## config.mk

```make
export PLATFORM = sky130hd
export DESIGN_NAME = cdc_req_tx
export DESIGN_NICKNAME = d
export VERILOG_FILES = /design/src/rtl/cdc_req_tx.sv
export SDC_FILE = /design/constraint.sdc
export NUM_CORES = 1
export LEC_CHECK = 0
export BUFFER_PORTS_ARGS = -buffer_cell sky130_fd_sc_hd__buf_2
export CORE_AREA = 5 5 42 44
export CTS_CLUSTER_SIZE = 24
export DETAILED_ROUTE_END_ITERATION = 7
export DIE_AREA = 0 0 47 49
export PLACE_DENSITY = 0.68
export SYNTH_ARGS = -nofsm -noshare
export SYNTH_HDL_FRONTEND = slang
export SYNTH_SLANG_ARGS = --single-unit
```

## constraint.sdc

```tcl
create_clock -name clk -period 4.28 [get_ports clk]
set_input_delay 0.428 -clock clk [delete_from_list [all_inputs] [get_ports clk]]
set_output_delay 0.428 -clock clk [all_outputs]
set_load 0.05 [all_outputs]
```

## src/rtl/cdc_req_tx.sv

```systemverilog
// cdc_req_tx -- transmitting end of a 4-phase req/ack handshake.
//
// Moves a DATA_WIDTH word out of the clk domain. req_out and data_out come
// straight from flops. The returning ack_async is only ever observed through
// a SYNC_DEPTH-stage synchronizer chain.
//
// Optional feature macro: CDC_TX_TIMEOUT_EN
//   Defined   : REQ/REL waits are bounded by TIMEOUT_CYCLES. An expired wait
//               aborts to IDLE and sets the sticky timeout_err output.
//   Undefined : no counter and no timeout_err port; waits are unbounded.
//
// Ports:
//   clk         in   system clock, rising edge
//   rst_n       in   asynchronous active-low reset
//   send_valid  in   producer offers send_data
//   send_data   in   word to transfer
//   send_ready  out  block can accept a word this cycle
//   send_done   out  one-cycle pulse on handshake completion
//   req_out     out  registered request to the far domain
//   data_out    out  registered word, stable while req_out/ack is high
//   ack_async   in   acknowledge from the far domain (asynchronous)
//   timeout_err out  sticky abort flag (CDC_TX_TIMEOUT_EN only)
module cdc_req_tx #(
  parameter int unsigned DATA_WIDTH     = 8,
  parameter int unsigned SYNC_DEPTH     = 2,
  parameter int unsigned TIMEOUT_CYCLES = 1024
) (
  input  logic                  clk,
  input  logic                  rst_n,
  input  logic                  send_valid,
  input  logic [DATA_WIDTH-1:0] send_data,
  output logic                  send_ready,
  output logic                  send_done,
  output logic                  req_out,
  output logic [DATA_WIDTH-1:0] data_out,
  input  logic                  ack_async
`ifdef CDC_TX_TIMEOUT_EN
  ,
  output logic                  timeout_err
`endif
);

  if (SYNC_DEPTH < 2) begin : g_bad_sync_depth
    $error("cdc_req_tx: SYNC_DEPTH must be 2 or greater");
  end
  if (TIMEOUT_CYCLES < 1) begin : g_bad_timeout
    $error("cdc_req_tx: TIMEOUT_CYCLES must be 1 or greater");
  end

  typedef enum logic [1:0] {
    IDLE = 2'd0,
    REQ  = 2'd1,
    REL  = 2'd2
  } state_e;

  state_e                  state_q, state_d;
  logic                    req_q, req_d;
  logic [DATA_WIDTH-1:0]   data_q, data_d;
  logic                    done_q, done_d;
  logic [SYNC_DEPTH-1:0]   sync_q;
  logic                    ack_sync;
  logic                    ack_next;

  assign ack_sync = sync_q[SYNC_DEPTH-1];
  // Value ack_sync takes after the coming edge. REL completes on the edge
  // where ack_sync falls, so send_done and send_ready appear together with
  // the low ack_sync rather than one cycle later.
  assign ack_next = sync_q[SYNC_DEPTH-2];

  always_ff @(posedge clk or negedge rst_n) begin
    if (!rst_n) begin
      sync_q <= '0;
    end else begin
      sync_q <= {sync_q[SYNC_DEPTH-2:0], ack_async};
    end
  end

`ifdef CDC_TX_TIMEOUT_EN
  localparam int unsigned CNT_W = $clog2(TIMEOUT_CYCLES + 1);
  localparam logic [CNT_W-1:0] CNT_LAST = CNT_W'(TIMEOUT_CYCLES - 1);

  logic [CNT_W-1:0] cnt_q, cnt_d;
  logic             err_q, err_d;

  always_ff @(posedge clk or negedge rst_n) begin
    if (!rst_n) begin
      cnt_q <= '0;
      err_q <= 1'b0;
    end else begin
      cnt_q <= cnt_d;
      err_q <= err_d;
    end
  end

  assign timeout_err = err_q;
`endif

  always_ff @(posedge clk or negedge rst_n) begin
    if (!rst_n) begin
      state_q <= IDLE;
      req_q   <= 1'b0;
      data_q  <= '0;
      done_q  <= 1'b0;
    end else begin
      state_q <= state_d;
      req_q   <= req_d;
      data_q  <= data_d;
      done_q  <= done_d;
    end
  end

  always_comb begin
    state_d = state_q;
    req_d   = req_q;
    data_d  = data_q;
    done_d  = 1'b0;
`ifdef CDC_TX_TIMEOUT_EN
    cnt_d   = cnt_q;
    err_d   = err_q;
`endif
    case (state_q)
      IDLE: begin
        if (send_valid && send_ready) begin
          state_d = REQ;
          req_d   = 1'b1;
          data_d  = send_data;
`ifdef CDC_TX_TIMEOUT_EN
          cnt_d   = '0;
`endif
        end
      end
      REQ: begin
        if (ack_sync) begin
          state_d = REL;
          req_d   = 1'b0;
`ifdef CDC_TX_TIMEOUT_EN
          cnt_d   = '0;
        end else if (cnt_q == CNT_LAST) begin
          state_d = IDLE;
          req_d   = 1'b0;
          err_d   = 1'b1;
        end else begin
          cnt_d   = cnt_q + CNT_W'(1);
`endif
        end
      end
      REL: begin
        if (!ack_next) begin
          state_d = IDLE;
          done_d  = 1'b1;
`ifdef CDC_TX_TIMEOUT_EN
        end else if (cnt_q == CNT_LAST) begin
          state_d = IDLE;
          err_d   = 1'b1;
        end else begin
          cnt_d   = cnt_q + CNT_W'(1);
`endif
        end
      end
      default: begin
        state_d = IDLE;
        req_d   = 1'b0;
      end
    endcase
  end

  assign send_ready = (state_q == IDLE) && !ack_sync;
  assign send_done  = done_q;
  assign req_out    = req_q;
  assign data_out   = data_q;

endmodule

```

==> results_dict.tcl, run 1 <==
set metrics [dict create \
    outcome "completed" \
    fp.coreArea_um2 1400 \
    cts_num_sinks 14 \
    die_width_um 47 \
    ios 23 \
    h-tree-depth 1 \
    worstRegToRegCells 2 \
    syn_area_per_cell_um2 16.3 \
    critical_path_required_ns 3.85 \
    utilization_pct 49.2 \
    crit_type "flip-flop to output pin" \
    grt_max_degree 15 \
    grt-ovfl-total 0 \
    synth-main-ff-cell "dfrtp_1" \
    use_met2_pct 13.1 \
    nets 71 \
    clk_path_buf_depth 2 \
    crit_chain "nor3_1, buf_2" \
    tightest_slew_ns 0.596 \
    drc 0 \
    synth_commonest_cells "dfrtp_1, mux2_2" \
    synth_area_leaders "dfrtp_1, mux2_2, nor4b_4, a211o_2, and2b_2" \
    max_freq_ghz 0.611 \
    cp-endpoint "send_ready" \
    clkLatencyLatePin_ns 0.27 \
    gp_congestion 0.655 \
    fin_tns_setup_ns 0 \
    critPathLaunch "state_q[0]" \
    hold_viol 0 \
    yosys_warnings 0 \
    first_pass_iters 1 \
    max_slew_margin_pct 60.1 \
    routedWlPerCell_um 11.9 \
    post_cts_buffers 0 \
    power_leakage_nw 0.333 \
    drt-initial-drc-count 0 \
    hpwl_um 721 \
    path_clk_slew_ns 0.08 \
    grt_setup_unrepaired "false" \
    wl_um 883 \
    finalClockSkew_ns 0.00100 \
    yosys_register_bits 14 \
    worst_r2r_endpoint "data_out[4]" \
    seq_area_frac_synth_pct 67.0 \
    synth_cells 32 \
    peakVddDrop_mv 0.240 \
    slowest_stage "dfrtp_1" \
    max_stage_delay_ns 0.46 \
    hold_buffers 0 \
    grtUsageMet1_pct 13.2 \
    track_usage_pct 9.74 \
    diodes 0 \
    hold_class "primary input to asynchronous set/reset pin" \
    cts_buffers 3 \
    drive_gt1_share_pct 63.8 \
    end_kind "output pin" \
    r2r_slack_ns 2.69 \
    crit_path_max_fanout 7 \
    vias_per_cell 4.70 \
    yosysMostFrequentCell "dfrtp_1" \
    synth_edf_count 0 \
    die_area_um2 2300 \
    worst_setup_path_start_kind "flip-flop" \
    grt_antenna_before_repair 0 \
    cts-root-buf "clkbuf_4" \
    synth_area_um2 523 \
    cts_tree "built" \
    top_usage_layer "met1" \
    ctsResizeCount 0 \
    yosysTopAreaCell "dfrtp_1" \
    synthDistinctLibCells 12 \
    post-route-period-util_pct 38.2 \
    ant_nets 0 \
    drv_cap 0 \
    grt_pass1_vias 365 \
    arrival_ns 1.21 \
    synthArstFlopShare_pct 100 \
    power_density_nw_per_um2 599 \
    vias 348 \
    num_rows 14 \
    syn_to_final_growth_pct 31.8 \
    r2r_start "state_q[0]" \
    initial_utilization_pct 37.3 \
    use_met3_pct 3.32 \
    slew_violations 0 \
    grt_pass1_wl_um 1610 \
    setup_violations 0 \
    die_h_um 49 \
    synth_top_area_share_pct 67.0 \
    portBuffers 22 \
    fin_crit_ns 1.64 \
    synth.net_count 44 \
]
## layout make-up
class	count	area, um2
clock buffers	4	36.3
fillers	134	712
multi-input cells	18	173
flip-flops and latches	14	350
well taps	16	20.0
repair buffers	22	110
## worst max-delay path: cells and delay by family (launching register included)
family | cells | cell delay [ns]
buf+inv | 1 | 0.29
flops | 1 | 0.46
simple gates | 1 | 0.19
## registers in the layout, summed over array words and instances, names as in the netlist
| name | cells |
|---|---|
| data_out | 8 |
| state_q | 2 |
| sync_q | 2 |
| req_out | 1 |
| send_done | 1 |
## worst min path at each step
stage	start	endpoint	slack [ns]	cells after the start
floorplan	rst_n	data_out[0]	0.13	0
global placement	rst_n	send_done	0.34	1
detailed placement	rst_n	send_done	0.33	1
CTS	rst_n	send_done	0.03	1
global route	rst_n	req_out	0.03	1
finish	rst_n	send_done	0.03	1
## layer usage
layer	part of all wire [%]	vias to the layer above
li1	-	167
met1	44	171
met2	49	10
met3	7.2	0
met4	0	0
met5	0	-
## power by group
part | switching [mW] | leakage [nW] | internal (mW)
Sequential | 0.0150 | 0.167 | 0.158
Combinational | 0.108 | 0.145 | 0.0426
Clock | 0.0383 | 0.0210 | 0.0516
Total | 0.161 | 0.333 | 0.252
## metrics by stage
stage | std cells | hold WS (ns) | total power, mW | instance area (um2) | worst slack, ns
final | 74 | 0.0328 | 0.413 | 689 | 2.64
after global routing | 74 | 0.0347 | 0.438 | 689 | 2.54
after global placement | 70 | 0.336 | 0.327 | 653 | 2.69
after floorplan | 32 | 0.132 | 0.290 | 523 | 2.30
after detailed placement | 70 | 0.334 | 0.328 | 653 | 2.68
after CTS | 74 | 0.0326 | 0.421 | 689 | 2.63
## cells by family (layout without fill, tap and decap cells)
logic type / after synthesis / after routing / synth area share, %
simple gates: 7 / 7 / 11.5
mux: 8 / 8 / 17.2
buf+inv: 0 / 26 / 0
flops: 14 / 14 / 67.0
compound gates: 3 / 3 / 4.31
## cells in the final DEF, fill, tap and decap left out
cell / instances
a211o_2: 1
and2b_2: 1
buf_2: 22
clkbuf_4: 3
clkbuf_8: 1
dfrtp_1: 14
mux2_2: 8
nand2_1: 1
nand3b_1: 1
nor2_1: 1
nor3_1: 1
nor3b_1: 1
nor4b_4: 1
o21a_1: 1
o21ai_0: 1
(Power assumes the default switching activity.)
==> run 2, diff against run 1 <==
==> constraint.sdc (replaced) <==
create_clock -name clk -period 1.67 [get_ports clk]
set_input_delay 0.167 -clock clk [delete_from_list [all_inputs] [get_ports clk]]
set_output_delay 0.167 -clock clk [all_outputs]
set_load 0.05 [all_outputs]
==> results_dict.tcl, run 2 (same netlist as run 1, synthesis figures left out) <==
set metrics [dict create \
    cts-root-buf "clkbuf_4" \
    critPathLaunch "state_q[0]" \
    cts_num_sinks 14 \
    grt_pass1_vias 375 \
    grt_max_degree 15 \
    final_common_cell "buf_2" \
    first_pass_iters 2 \
    ctsResizeCount 0 \
    hold_class "primary input to flip-flop" \
    max_freq_ghz 0.681 \
    r2r_start "state_q[0]" \
    hpwl_um 763 \
    wl_um 977 \
    fin_tns_setup_ns 0 \
    arrival_ns 1.62 \
    drive_gt1_share_pct 63.3 \
    clkLatencyLatePin_ns 0.27 \
    nets 74 \
    diodes 0 \
    initial_utilization_pct 37.3 \
    worstRegToRegCells 3 \
    max_slew_margin_pct 79.4 \
    final.setup.worst_slack_ns 0.202 \
    drc 0 \
    h-tree-depth 1 \
    vias_per_cell 4.66 \
    syn_to_final_growth_pct 35.4 \
    die_width_um 47 \
    path_clk_slew_ns 0.08 \
    gp_congestion 0.618 \
    crit_path_max_fanout 9 \
    critical_path_required_ns 1.82 \
    die_h_um 49 \
    pre_cts_slack_ns 0.215 \
    whs_ns 0.121 \
    slew_violations 0 \
    cts_tree "built" \
    track_usage_pct 9.99 \
    largest_reg_flops 8 \
    final_cell_mix "buf_2, dfrtp_1, mux2_2" \
    grt_antenna_before_repair 0 \
    end_kind "flip-flop" \
    outcome "completed" \
    grt_setup_unrepaired "false" \
    routedWlPerCell_um 12.9 \
    die_area_um2 2300 \
    crit_type "flip-flop to flip-flop" \
    hold_viol 0 \
    portBuffers 22 \
    worst_setup_path_start_kind "flip-flop" \
    grt-ovfl-total 0 \
    finalClockSkew_ns 0.00498 \
    power_leakage_nw 0.341 \
    worst_r2r_endpoint "data_out[1]" \
    hold_buffers 2 \
    post_cts_buffers 0 \
    drv_cap 0 \
    cts_buffers 3 \
    vias 354 \
    tightest_slew_ns 0.309 \
    num_rows 14 \
    ios 23 \
    power_density_nw_per_um2 1430 \
    setup_violations 0 \
    r2r_slack_ns 0.20 \
    grt_pass1_wl_um 1670 \
    fp.coreArea_um2 1400 \
    post-route-period-util_pct 87.9 \
    cp-endpoint "data_out[1]" \
    peakVddDrop_mv 0.622 \
    nFillCells 131 \
    total_power_mw 1.02 \
    ant_nets 0 \
    fin_crit_ns 1.47 \
    drt-initial-drc-count 3 \
    clk_path_buf_depth 2 \
]
run 2: cell count changes in the layout (fill, tap and decap cells not counted), sizes merged:
cell / change
buf: +1
clkbuf: -1
dlygate4sd3: +2
run 2: area by class of cell:
class	instances	area, um2	area share [%]
repair buffers	25	138	19.4
multi-input cells	18	178	25.1
well taps	16	20.0	2.83
clock buffers	3	22.5	3.18
flip-flops and latches	14	350	49.5
run 2: report_power, final:
part | switching (mW) | internal (mW)
Sequential | 0.0403 | 0.404
Clock | 0.0949 | 0.0833
Combinational | 0.278 | 0.115
run 2: through the flow:
step                      std cells  utilization [%]  cell area, um2
final                            76             50.5             708
after global routing             76             50.5             708
after detailed placement         71             47.5             666
after floorplan                  32                -             528
after CTS                        76             50.5             708
after global placement           71             47.5             666
run 2: routing by layer:
layer,GRT usage [%],part of all wire [%],up-vias
li1,-,-,175
met1,13.8,44,169
met2,14.3,49,10
met3,2.95,7.0,0
met4,4.15,0,0
met5,0,0,-
run 2: worst min-delay path by stage:
stage                  from           to  slack (ns)  cells after the start
6_report       send_data[7]  data_out[7]        0.12                      2
3_5_place_dp          rst_n  data_out[0]        0.08                      1
5_1_grt        send_data[4]  data_out[4]        0.11                      2
4_1_cts        send_data[7]  data_out[7]        0.11                      2
3_3_place_gp          rst_n  data_out[5]        0.07                      1
2_1_floorplan         rst_n  data_out[0]       -0.13                      0
run 2: critical path, cell delays in order (launching register included):
cell and delay (ns):
dfrtp_1 0.48, nor4b_4 0.30, buf_4 0.21, mux2_2 0.35
==> run 3, diff against run 2 <==
==> constraint.sdc (replaced) <==
create_clock -name clk -period 1.6 [get_ports clk]
set_input_delay 0.16 -clock clk [delete_from_list [all_inputs] [get_ports clk]]
set_output_delay 0.16 -clock clk [all_outputs]
set_load 0.05 [all_outputs]
==> results_dict.tcl, run 3 (same netlist as run 1, synthesis figures left out) <==
set metrics [dict create \
    post-route-period-util_pct 91.0 \
    drc 0 \
    outcome "completed" \
    crit_buf_inv 2 \
    drive_gt1_share_pct 64.5 \
    max_slew_margin_pct 79.3 \
    wl_um 1020 \
    fin_tns_setup_ns 0 \
    drv_cap 0 \
    grt-ovfl-total 0 \
    vias_per_cell 4.63 \
    p_seq_share_pct 40.7 \
    gp_congestion 0.641 \
    final.setup.worst_slack_ns 0.144 \
    grt_setup_unrepaired "false" \
    ios 23 \
    slew_violations 0 \
    final_common_cell "buf_2" \
    cts_tree "built" \
    track_usage_pct 10.2 \
    portBuffers 22 \
    placed_area_um2 673 \
    die_h_um 49 \
    setup_violations 0 \
    drt-initial-drc-count 4 \
    tightest_slew_ns 0.310 \
    dp.cells 72 \
    grt_pass1_wl_um 1650 \
    layout.cells.non_filler 78 \
    crit_chain "buf_4, nor3_2, buf_2" \
    swShare_pct 39.8 \
    die_width_um 47 \
    worst_setup_path_start_kind "flip-flop" \
    initial_utilization_pct 37.3 \
    cts_buffers 3 \
    fin_crit_ns 1.46 \
    end_kind "output pin" \
    diodes 0 \
    cts_num_sinks 14 \
    clk_path_buf_depth 2 \
    max_freq_ghz 0.687 \
    fin_area_um2 729 \
    hold_class "primary input to flip-flop" \
    grt_max_degree 15 \
    largest_reg_flops 8 \
    utilization_pct 52.1 \
    nets 75 \
    final_cell_mix "buf_2, dfrtp_1, mux2_2" \
    peakVddDrop_mv 0.789 \
    internal-power_uw 683 \
    total_power_mw 1.13 \
    cts-root-buf "clkbuf_4" \
    slowest_stage "dfrtp_1" \
    syn_to_final_growth_pct 39.5 \
    ant_nets 0 \
    vias 361 \
    fp.coreArea_um2 1400 \
    critical_path_required_ns 1.44 \
    pre_cts_slack_ns 0.215 \
    max_stage_delay_ns 0.42 \
    routedWlPerCell_um 13.1 \
    crit_path_max_fanout 6 \
    num_rows 14 \
    clkPwrFrac_pct 22.4 \
    clkLatencyLatePin_ns 0.28 \
    grt_antenna_before_repair 0 \
    path_clk_slew_ns 0.08 \
    arrival_ns 1.30 \
    h-tree-depth 1 \
    combPwrFrac_pct 36.9 \
    grt_pass1_vias 361 \
    finalClockSkew_ns 0.000680 \
    p_sw_uw 452 \
    whs_ns 0.108 \
    crit_type "flip-flop to output pin" \
    power_density_nw_per_um2 1560 \
    die_area_um2 2300 \
    nFillCells 133 \
    cp_top_family "buffers and inverters" \
    hold_viol 0 \
    power_leakage_nw 0.353 \
    first_pass_iters 2 \
]
run 3: cell types whose count changed in the layout (fill, tap and decap cells not counted), sizes merged:
cell	change
buf	+1
clkbuf	+1
run 3: per-layer routing:
layer | vias to the layer above | track usage (%) | routed length (um)
met3 | 2 | 4.06 | 82
met2 | 10 | 13.6 | 493
met4 | 0 | 6.91 | 6
li1 | 175 | - | -
met5 | - | 0 | 0
met1 | 174 | 13.1 | 437
run 3: layout make-up:
class	instances	area [um2]	share of cell area (%)
Sequential cell	14	350	48.0
Multi-Input combinational cell	18	178	24.4
Timing Repair Buffer	26	145	19.9
Clock buffer	4	36.3	4.97
Tap cell	16	20.0	2.74
run 3: worst paths after layout:
kind / startpoint / end / slack, ns / cells after the start
setup / recovery: state_q[0] / send_ready / 0.14 / 3
hold / removal: send_data[5] / data_out[5] / 0.11 / 2
setup reg to reg: state_q[1] / data_out[3] / 0.21 / 3
hold reg to reg: sync_q[0] / sync_q[1] / 0.42 / 0
max in group asynchronous: rst_n / data_out[4] / 1.07 / 2
min in group asynchronous: rst_n / data_out[0] / 0.30 / 2
run 3: what timing repair did:
item | CTS | global route
hold buffers | 2 | 0
hold endpoints to repair | 15 | 0
setup buffers | 0 | 0
resized for setup | 0 | 0
run 3: power by group through the flow:
stage	Sequential [mW]	Combinational [mW]	Clock, mW
after floorplan	0.686	0.0902	0
after global placement	0.465	0.413	0
after detailed placement	0.467	0.418	0
after CTS	0.462	0.421	0.260
after global routing	0.473	0.439	0.283
final	0.462	0.419	0.254
